<file path="config.mk">
export PLATFORM = sky130hd
export DESIGN_NAME = button_debouncer_flat
export DESIGN_NICKNAME = d
export VERILOG_FILES = /design/src/rtl/button_debouncer_pkg.sv /design/src/rtl/button_debouncer_if.sv /design/src/rtl/button_debouncer_sync_chain.sv /design/src/rtl/button_debouncer.sv /design/src/flat_wrapper.sv
export SDC_FILE = /design/constraint.sdc
export NUM_CORES = 1
export LEC_CHECK = 0
export CELL_PAD_IN_SITES_DETAIL_PLACEMENT = 0
export CELL_PAD_IN_SITES_GLOBAL_PLACEMENT = 2
export CORE_AREA = 4 4 41 43
export CTS_CLUSTER_DIAMETER = 50
export DETAILED_ROUTE_END_ITERATION = 8
export DIE_AREA = 0 0 45 47
export PLACE_DENSITY = 0.58
export RECOVER_POWER = 100
export SYNTH_ARGS = -nofsm -noshare
export SYNTH_HDL_FRONTEND = slang
export SYNTH_HIERARCHICAL = 1
export SYNTH_SLANG_ARGS = --single-unit
</file>
<file path="constraint.sdc">
create_clock -name clk -period 1.5 [get_ports clk]
set_input_delay 0.15 -clock clk [delete_from_list [all_inputs] [get_ports clk]]
set_output_delay 0.15 -clock clk [all_outputs]
set_load 0.05 [all_outputs]
</file>
<file path="src/rtl/button_debouncer_pkg.sv">
// Shared types and defaults for the push-button debouncer and its synchroniser.
// Optional DEBOUNCE_GLITCH_CNT_EN adds an 8-bit aborted-change counter to the debouncer.
package debounce_pkg;

  typedef enum logic [0:0] {SETTLED, PENDING} db_state_t;

  localparam int DB_DEFAULT_STABLE_CYCLES = 4;
  localparam int DB_DEFAULT_SYNC_STAGES   = 2;

  // Counter must hold STABLE_CYCLES-1; keep at least one bit for tiny settings.
  function automatic int dbCounterWidth(input int stableCycles);
    return (stableCycles > 2) ? $clog2(stableCycles) : 1;
  endfunction

endpackage

</file>
<file path="src/rtl/button_debouncer_if.sv">
// Button-side signal bundle: raw level in, debounced level and status out.
// With DEBOUNCE_GLITCH_CNT_EN defined the bundle also carries glitchCount.
interface button_debouncer_if;
  import debounce_pkg::*;

  logic       btnIn;
  logic       btnOut;
  logic       stable;
  logic       btnChanged;
`ifdef DEBOUNCE_GLITCH_CNT_EN
  logic [7:0] glitchCount;
`endif

  modport master (
    output btnIn,
    input  btnOut,
    input  stable,
    input  btnChanged
`ifdef DEBOUNCE_GLITCH_CNT_EN
    , input glitchCount
`endif
  );

  modport slave (
    input  btnIn,
    output btnOut,
    output stable,
    output btnChanged
`ifdef DEBOUNCE_GLITCH_CNT_EN
    , output glitchCount
`endif
  );

endinterface

</file>
<file path="src/rtl/button_debouncer_sync_chain.sv">
// Generic N-flop synchroniser with a configurable asynchronous reset value;
// reusable for any asynchronous level input such as switches.
module sync_chain
  import debounce_pkg::*;
#(
  parameter int   N         = DB_DEFAULT_SYNC_STAGES,
  parameter logic RESET_VAL = 1'b0
) (
  input  logic clk,
  input  logic rst,
  input  logic i_d,
  output logic o_q
);

  logic [N-1:0] r_chain;

  always_ff @(posedge clk or posedge rst) begin
    if (rst) begin
      r_chain <= {N{RESET_VAL}};
    end else begin
      r_chain <= {r_chain[N-2:0], i_d};
    end
  end

  assign o_q = r_chain[N-1];

endmodule

</file>
<file path="src/rtl/button_debouncer.sv">
// Debounces a raw button: synchronise, then require STABLE_CYCLES agreeing cycles.
// Optional DEBOUNCE_GLITCH_CNT_EN adds a saturating count of aborted changes.
module button_debouncer
  import debounce_pkg::*;
#(
  parameter int   STABLE_CYCLES = DB_DEFAULT_STABLE_CYCLES,
  parameter int   SYNC_STAGES   = DB_DEFAULT_SYNC_STAGES,
  parameter logic RESET_LEVEL   = 1'b0
) (
  input  logic                 clk,
  input  logic                 rst,
  button_debouncer_if.slave    bus
);

  localparam int             CNT_W    = dbCounterWidth(STABLE_CYCLES);
  localparam logic [CNT_W-1:0] CNT_LAST = CNT_W'(STABLE_CYCLES - 1);

  logic             w_syncLvl;
  db_state_t        r_state;
  db_state_t        w_nextState;
  logic [CNT_W-1:0] r_count;
  logic [CNT_W-1:0] w_nextCount;
  logic             r_btnOut;
  logic             w_nextBtnOut;
  logic             r_btnChanged;
  logic             w_changePulse;
  logic             r_stable;
  logic             w_abort;

  sync_chain #(
    .N         (SYNC_STAGES),
    .RESET_VAL (RESET_LEVEL)
  ) u_sync (
    .clk (clk),
    .rst (rst),
    .i_d (bus.btnIn),
    .o_q (w_syncLvl)
  );

  always_ff @(posedge clk or posedge rst) begin
    if (rst) begin
      r_state      <= SETTLED;
      r_count      <= '0;
      r_btnOut     <= RESET_LEVEL;
      r_btnChanged <= 1'b0;
      r_stable     <= 1'b1;
    end else begin
      r_state      <= w_nextState;
      r_count      <= w_nextCount;
      r_btnOut     <= w_nextBtnOut;
      r_btnChanged <= w_changePulse;
      r_stable     <= (w_nextState == SETTLED);
    end
  end

  // A returning level or a terminal-count decision both use syncLvl at this edge only.
  always_comb begin
    w_nextState   = r_state;
    w_nextCount   = r_count;
    w_nextBtnOut  = r_btnOut;
    w_changePulse = 1'b0;
    w_abort       = 1'b0;
    case (r_state)
      SETTLED: begin
        if (w_syncLvl != r_btnOut) begin
          w_nextState = PENDING;
          w_nextCount = CNT_W'(1);
        end else begin
          w_nextCount = '0;
        end
      end
      PENDING: begin
        if (w_syncLvl == r_btnOut) begin
          w_nextState = SETTLED;
          w_nextCount = '0;
          w_abort     = 1'b1;
        end else if (r_count == CNT_LAST) begin
          w_nextState   = SETTLED;
          w_nextCount   = '0;
          w_nextBtnOut  = w_syncLvl;
          w_changePulse = 1'b1;
        end else begin
          w_nextCount = r_count + CNT_W'(1);
        end
      end
      default: begin
        w_nextState = SETTLED;
        w_nextCount = '0;
      end
    endcase
  end

`ifdef DEBOUNCE_GLITCH_CNT_EN
  logic [7:0] r_glitchCount;

  always_ff @(posedge clk or posedge rst) begin
    if (rst) begin
      r_glitchCount <= 8'd0;
    end else if (w_abort && (r_glitchCount != 8'hFF)) begin
      r_glitchCount <= r_glitchCount + 8'd1;
    end
  end
`else
  logic w_abortUnused;
  assign w_abortUnused = w_abort;
`endif

  always_comb begin
    bus.btnOut      = r_btnOut;
    bus.stable      = r_stable;
    bus.btnChanged  = r_btnChanged;
`ifdef DEBOUNCE_GLITCH_CNT_EN
    bus.glitchCount = r_glitchCount;
`endif
  end

endmodule

</file>
<file path="src/flat_wrapper.sv">
// flat-port wrapper written by rule: the top's interface ports become plain ports
module button_debouncer_flat import debounce_pkg::*;
#(
  parameter int   STABLE_CYCLES = DB_DEFAULT_STABLE_CYCLES,
  parameter int   SYNC_STAGES   = DB_DEFAULT_SYNC_STAGES,
  parameter logic RESET_LEVEL   = 1'b0
)
  (clk, rst, bus_btnIn, bus_btnOut, bus_stable, bus_btnChanged);
  button_debouncer_if bus_i ();
  input  logic clk;
  input  logic rst;
  input wire logic [$bits(bus_i.btnIn)-1:0] bus_btnIn;
  output wire logic [$bits(bus_i.btnOut)-1:0] bus_btnOut;
  output wire logic [$bits(bus_i.stable)-1:0] bus_stable;
  output wire logic [$bits(bus_i.btnChanged)-1:0] bus_btnChanged;
  assign bus_i.btnIn = bus_btnIn;
  assign bus_btnOut = bus_i.btnOut;
  assign bus_stable = bus_i.stable;
  assign bus_btnChanged = bus_i.btnChanged;
  button_debouncer #(.STABLE_CYCLES(STABLE_CYCLES), .SYNC_STAGES(SYNC_STAGES), .RESET_LEVEL(RESET_LEVEL)) u_core (.clk(clk), .rst(rst), .bus(bus_i));
endmodule
</file>
==> flow_summary.json, run 1 <==
{
  "io_pins": 6,
  "grt_pass1_vias": 166,
  "fillers": 146,
  "antenna_cells": 0,
  "fin_crit_sh_pct": 86.86,
  "p_comb_share_pct": 34.9,
  "nets": 35,
  "cts_resized": 0,
  "layout_commonest_cell": "dfrtp_1",
  "timing.rr.start": "u_core/r_count[0]$_DFF_PP0_",
  "ir_worst_vdd_mv": 0.5756,
  "overflow": 0,
  "worst-path-stages": 1,
  "crit_type": "flip-flop to primary output",
  "skew_ns": 0.004222,
  "status": "finished, final reports clean",
  "cts.sinks": 8,
  "yosys.area.top_type_share_pct": 60.87,
  "min_period_ns": 1.303,
  "yosysWarnings": 6,
  "initial_utilization_pct": 22.12,
  "cts_tree": "done",
  "grt_max_degree": 7,
  "area_growth_pct": 28.70,
  "ys_seq_area_share_pct": 70.00,
  "post-cts-setup-buffers": 0,
  "ys_seq_elements": 8,
  "slew_headroom_pct": 59.72,
  "placeableCoreArea_um2": 1301,
  "crit_start": "u_core/bus.stable$_DFF_PP1_",
  "yosys.area.top_type": "dfrtp_1",
  "first_pass_iters": 2,
  "hold_slack_ns": 0.2116,
  "max_freq_mhz": 767.5,
  "drt_wl_total_um": 384,
  "wl_met1_um": 175,
  "viasPerCell": 3.689,
  "h-tree-depth": 1,
  "gp_congestion": 0.5765,
  "clk-insertion-delay-late_ns": 0.25,
  "place_ws_ns": 0.3704,
  "layout_common_cells": "dfrtp_1 (7), clkbuf_4 (3), clkbuf_1 (3), nor2_1 (3)",
  "critPathMaxFanout": 1,
  "grt_first_pass_wirelength_um": 600,
  "r2r-end": "u_core/bus.btnOut$_DFFE_PP0P_",
  "cap_violations": 0,
  "synth_area_um2": 287.8,
  "synth_cell_types": 12,
  "clock_path_buffers": 2,
  "area.sequential_um2": 201.4,
  "drtIter0Drc": 2,
  "ff2ff_path_depth": 3,
  "syn-mean-instance-area_um2": 13.70,
  "drc_errors": 0,
  "port_buffers": 5,
  "drv_slew": 0,
  "die_width_um": 45,
  "pwr-share-seq_pct": 43.6,
  "die_area_um2": 2115,
  "die_height_um": 47,
  "clk_pin_slew_worst_paths_ns": 0.05,
  "post-route-util_pct": 28.46,
  "drive_gt1_share_pct": 20.00,
  "wl_per_cell_um": 8.533,
  "p_per_area_nw_per_um2": 2099,
  "critical-path-top-delay-family": "flip-flops",
  "synth_nets": 25,
  "rrSetupSlack_ns": 0.34,
  "swShare_pct": 36.10,
  "power_leakage_nw": 0.1852,
  "max_stage_delay_ns": 0.50,
  "critPathBufInv": 1,
  "cts_root_buffer": "clkbuf_4",
  "slowest_stage": "dfstp_2",
  "worstMarginPinSlew_ns": 0.6069,
  "syn_inst": 21,
  "crit_path_start_kind": "flip-flop",
  "crit_chain": "dlymetal6s2s_1",
  "grt_usage_pct": 4.560,
  "crit_required_ns": 1.35,
  "ant_nets": 0,
  "synth_area_leaders": "dfrtp_1 (61%), dfstp_2 (9.1%), mux2_4 (5.2%), ha_1 (4.3%), nor2_1 (3.9%)",
  "setup_slack_ns": 0.1970,
  "clkPwrFrac_pct": 21.5,
  "wl_met2_um": 178,
  "p_sw_w": 0.0002807,
  "hp-class": "input port to async pin",
  "finalHoldViolations": 0,
  "fp-row-count": 13,
  "top_layer": "met3",
  "fin_setup_tns_ns": 0,
  "via_count": 166,
  "multi_input_area_um2": 76.32,
  "p_total_w": 0.0007774,
  "crit_end": "bus_stable",
  "p_int_w": 0.0004967,
  "hpwl_um": 321.2,
  "setup-violations-final": 0,
  "end_kind": "primary output",
  "hold_buffers": 0,
  "crit_arrival_ns": 1.15,
  "routed-wl-met3_um": 30,
  "rsz0062_at_grt": "no",
  "antenna_found_initial": 0,
  "numCtsBuffers": 3
}
-- worst min-delay path by stage --
stage,start,endpoint,slack (ns)
finish,rst,u_core/u_sync/r_chain[0]$_DFF_PP0_,0.21
global route,rst,u_core/u_sync/r_chain[0]$_DFF_PP0_,0.24
CTS,rst,u_core/u_sync/r_chain[0]$_DFF_PP0_,0.07
detailed placement,u_core/u_sync/r_chain[0]$_DFF_PP0_,u_core/u_sync/r_chain[1]$_DFF_PP0_,0.34
global placement,rst,u_core/u_sync/r_chain[0]$_DFF_PP0_,0.33
floorplan,rst,u_core/u_sync/r_chain[0]$_DFF_PP0_,-0.11
-- synth_stat cells --
cell type,instances
a21o_2,1
a21oi_1,1
dfrtp_1,7
dfstp_2,1
ha_1,1
inv_1,2
mux2_4,1
nand2_1,1
nand2_2,1
nor2_1,3
o21a_1,1
xnor2_1,1
-- cells by family after synthesis --
group / count (synthesis) / share of synthesized area (%)
flops: 8 / 70.00
simple gates: 5 / 7.391
compound gates: 3 / 7.391
buf+inv: 2 / 2.610
xor+xnor: 1 / 3.044
mux: 1 / 5.216
fa+ha+maj: 1 / 4.347
-- cell type report --
type / instances / area share (%)
flip-flops and latches: 8 / 54.39
repair buffers: 5 / 10.81
well taps: 15 / 5.068
inverters: 2 / 2.027
clock buffers: 4 / 7.095
multi-input cells: 11 / 20.61
-- power groups by stage --
| stage | registers, W | logic [W] | clock network, W |
|---|---|---|---|
| detailed placement | 0.000356 | 0.000321 | 0 |
| global placement | 0.000352 | 0.000319 | 0 |
| floorplan | 0.000440 | 0.000118 | 0 |
| global route | 0.000347 | 0.000299 | 0.000184 |
| finish | 0.000339 | 0.000271 | 0.000167 |
| CTS | 0.000352 | 0.000322 | 0.000179 |
-- routing by layer --
metal / up-vias / GRT usage [%]
met4: 0 / 3.509
met5: - / 0
met1: 75 / 3.538
met2: 5 / 6.780
li1: 86 / -
met3: 0 / 4.598
-- stage by stage --
stage / std cells / cell area (um2)
5_1_grt: 45 / 370.4
2_1_floorplan: 21 / 287.8
4_1_cts: 45 / 387.9
6_report: 45 / 370.4
3_3_place_gp: 41 / 361.6
3_5_place_dp: 41 / 361.6
-- sequential cells by signal, summed over array words and instances (netlist names) --
name                   flops
u_core/u_sync/r_chain      2
u_core/bus.btnChanged      1
u_core/bus.stable          1
u_core/r_count             2
u_core/r_state             1
u_core/bus.btnOut          1
Power figures use the tool's default switching activity.
==> run 2, diff against run 1 <==
--- a/config.mk
+++ b/config.mk
@@ -13,6 +13,7 @@
 export DIE_AREA = 0 0 45 47
 export PLACE_DENSITY = 0.58
 export RECOVER_POWER = 100
+export SETUP_SLACK_MARGIN = 0.1
 export SYNTH_ARGS = -nofsm -noshare
 export SYNTH_HDL_FRONTEND = slang
 export SYNTH_HIERARCHICAL = 1
==> results of run 2 <==
Same layout as run 1: the final DEF is identical, and so are final timing and power.
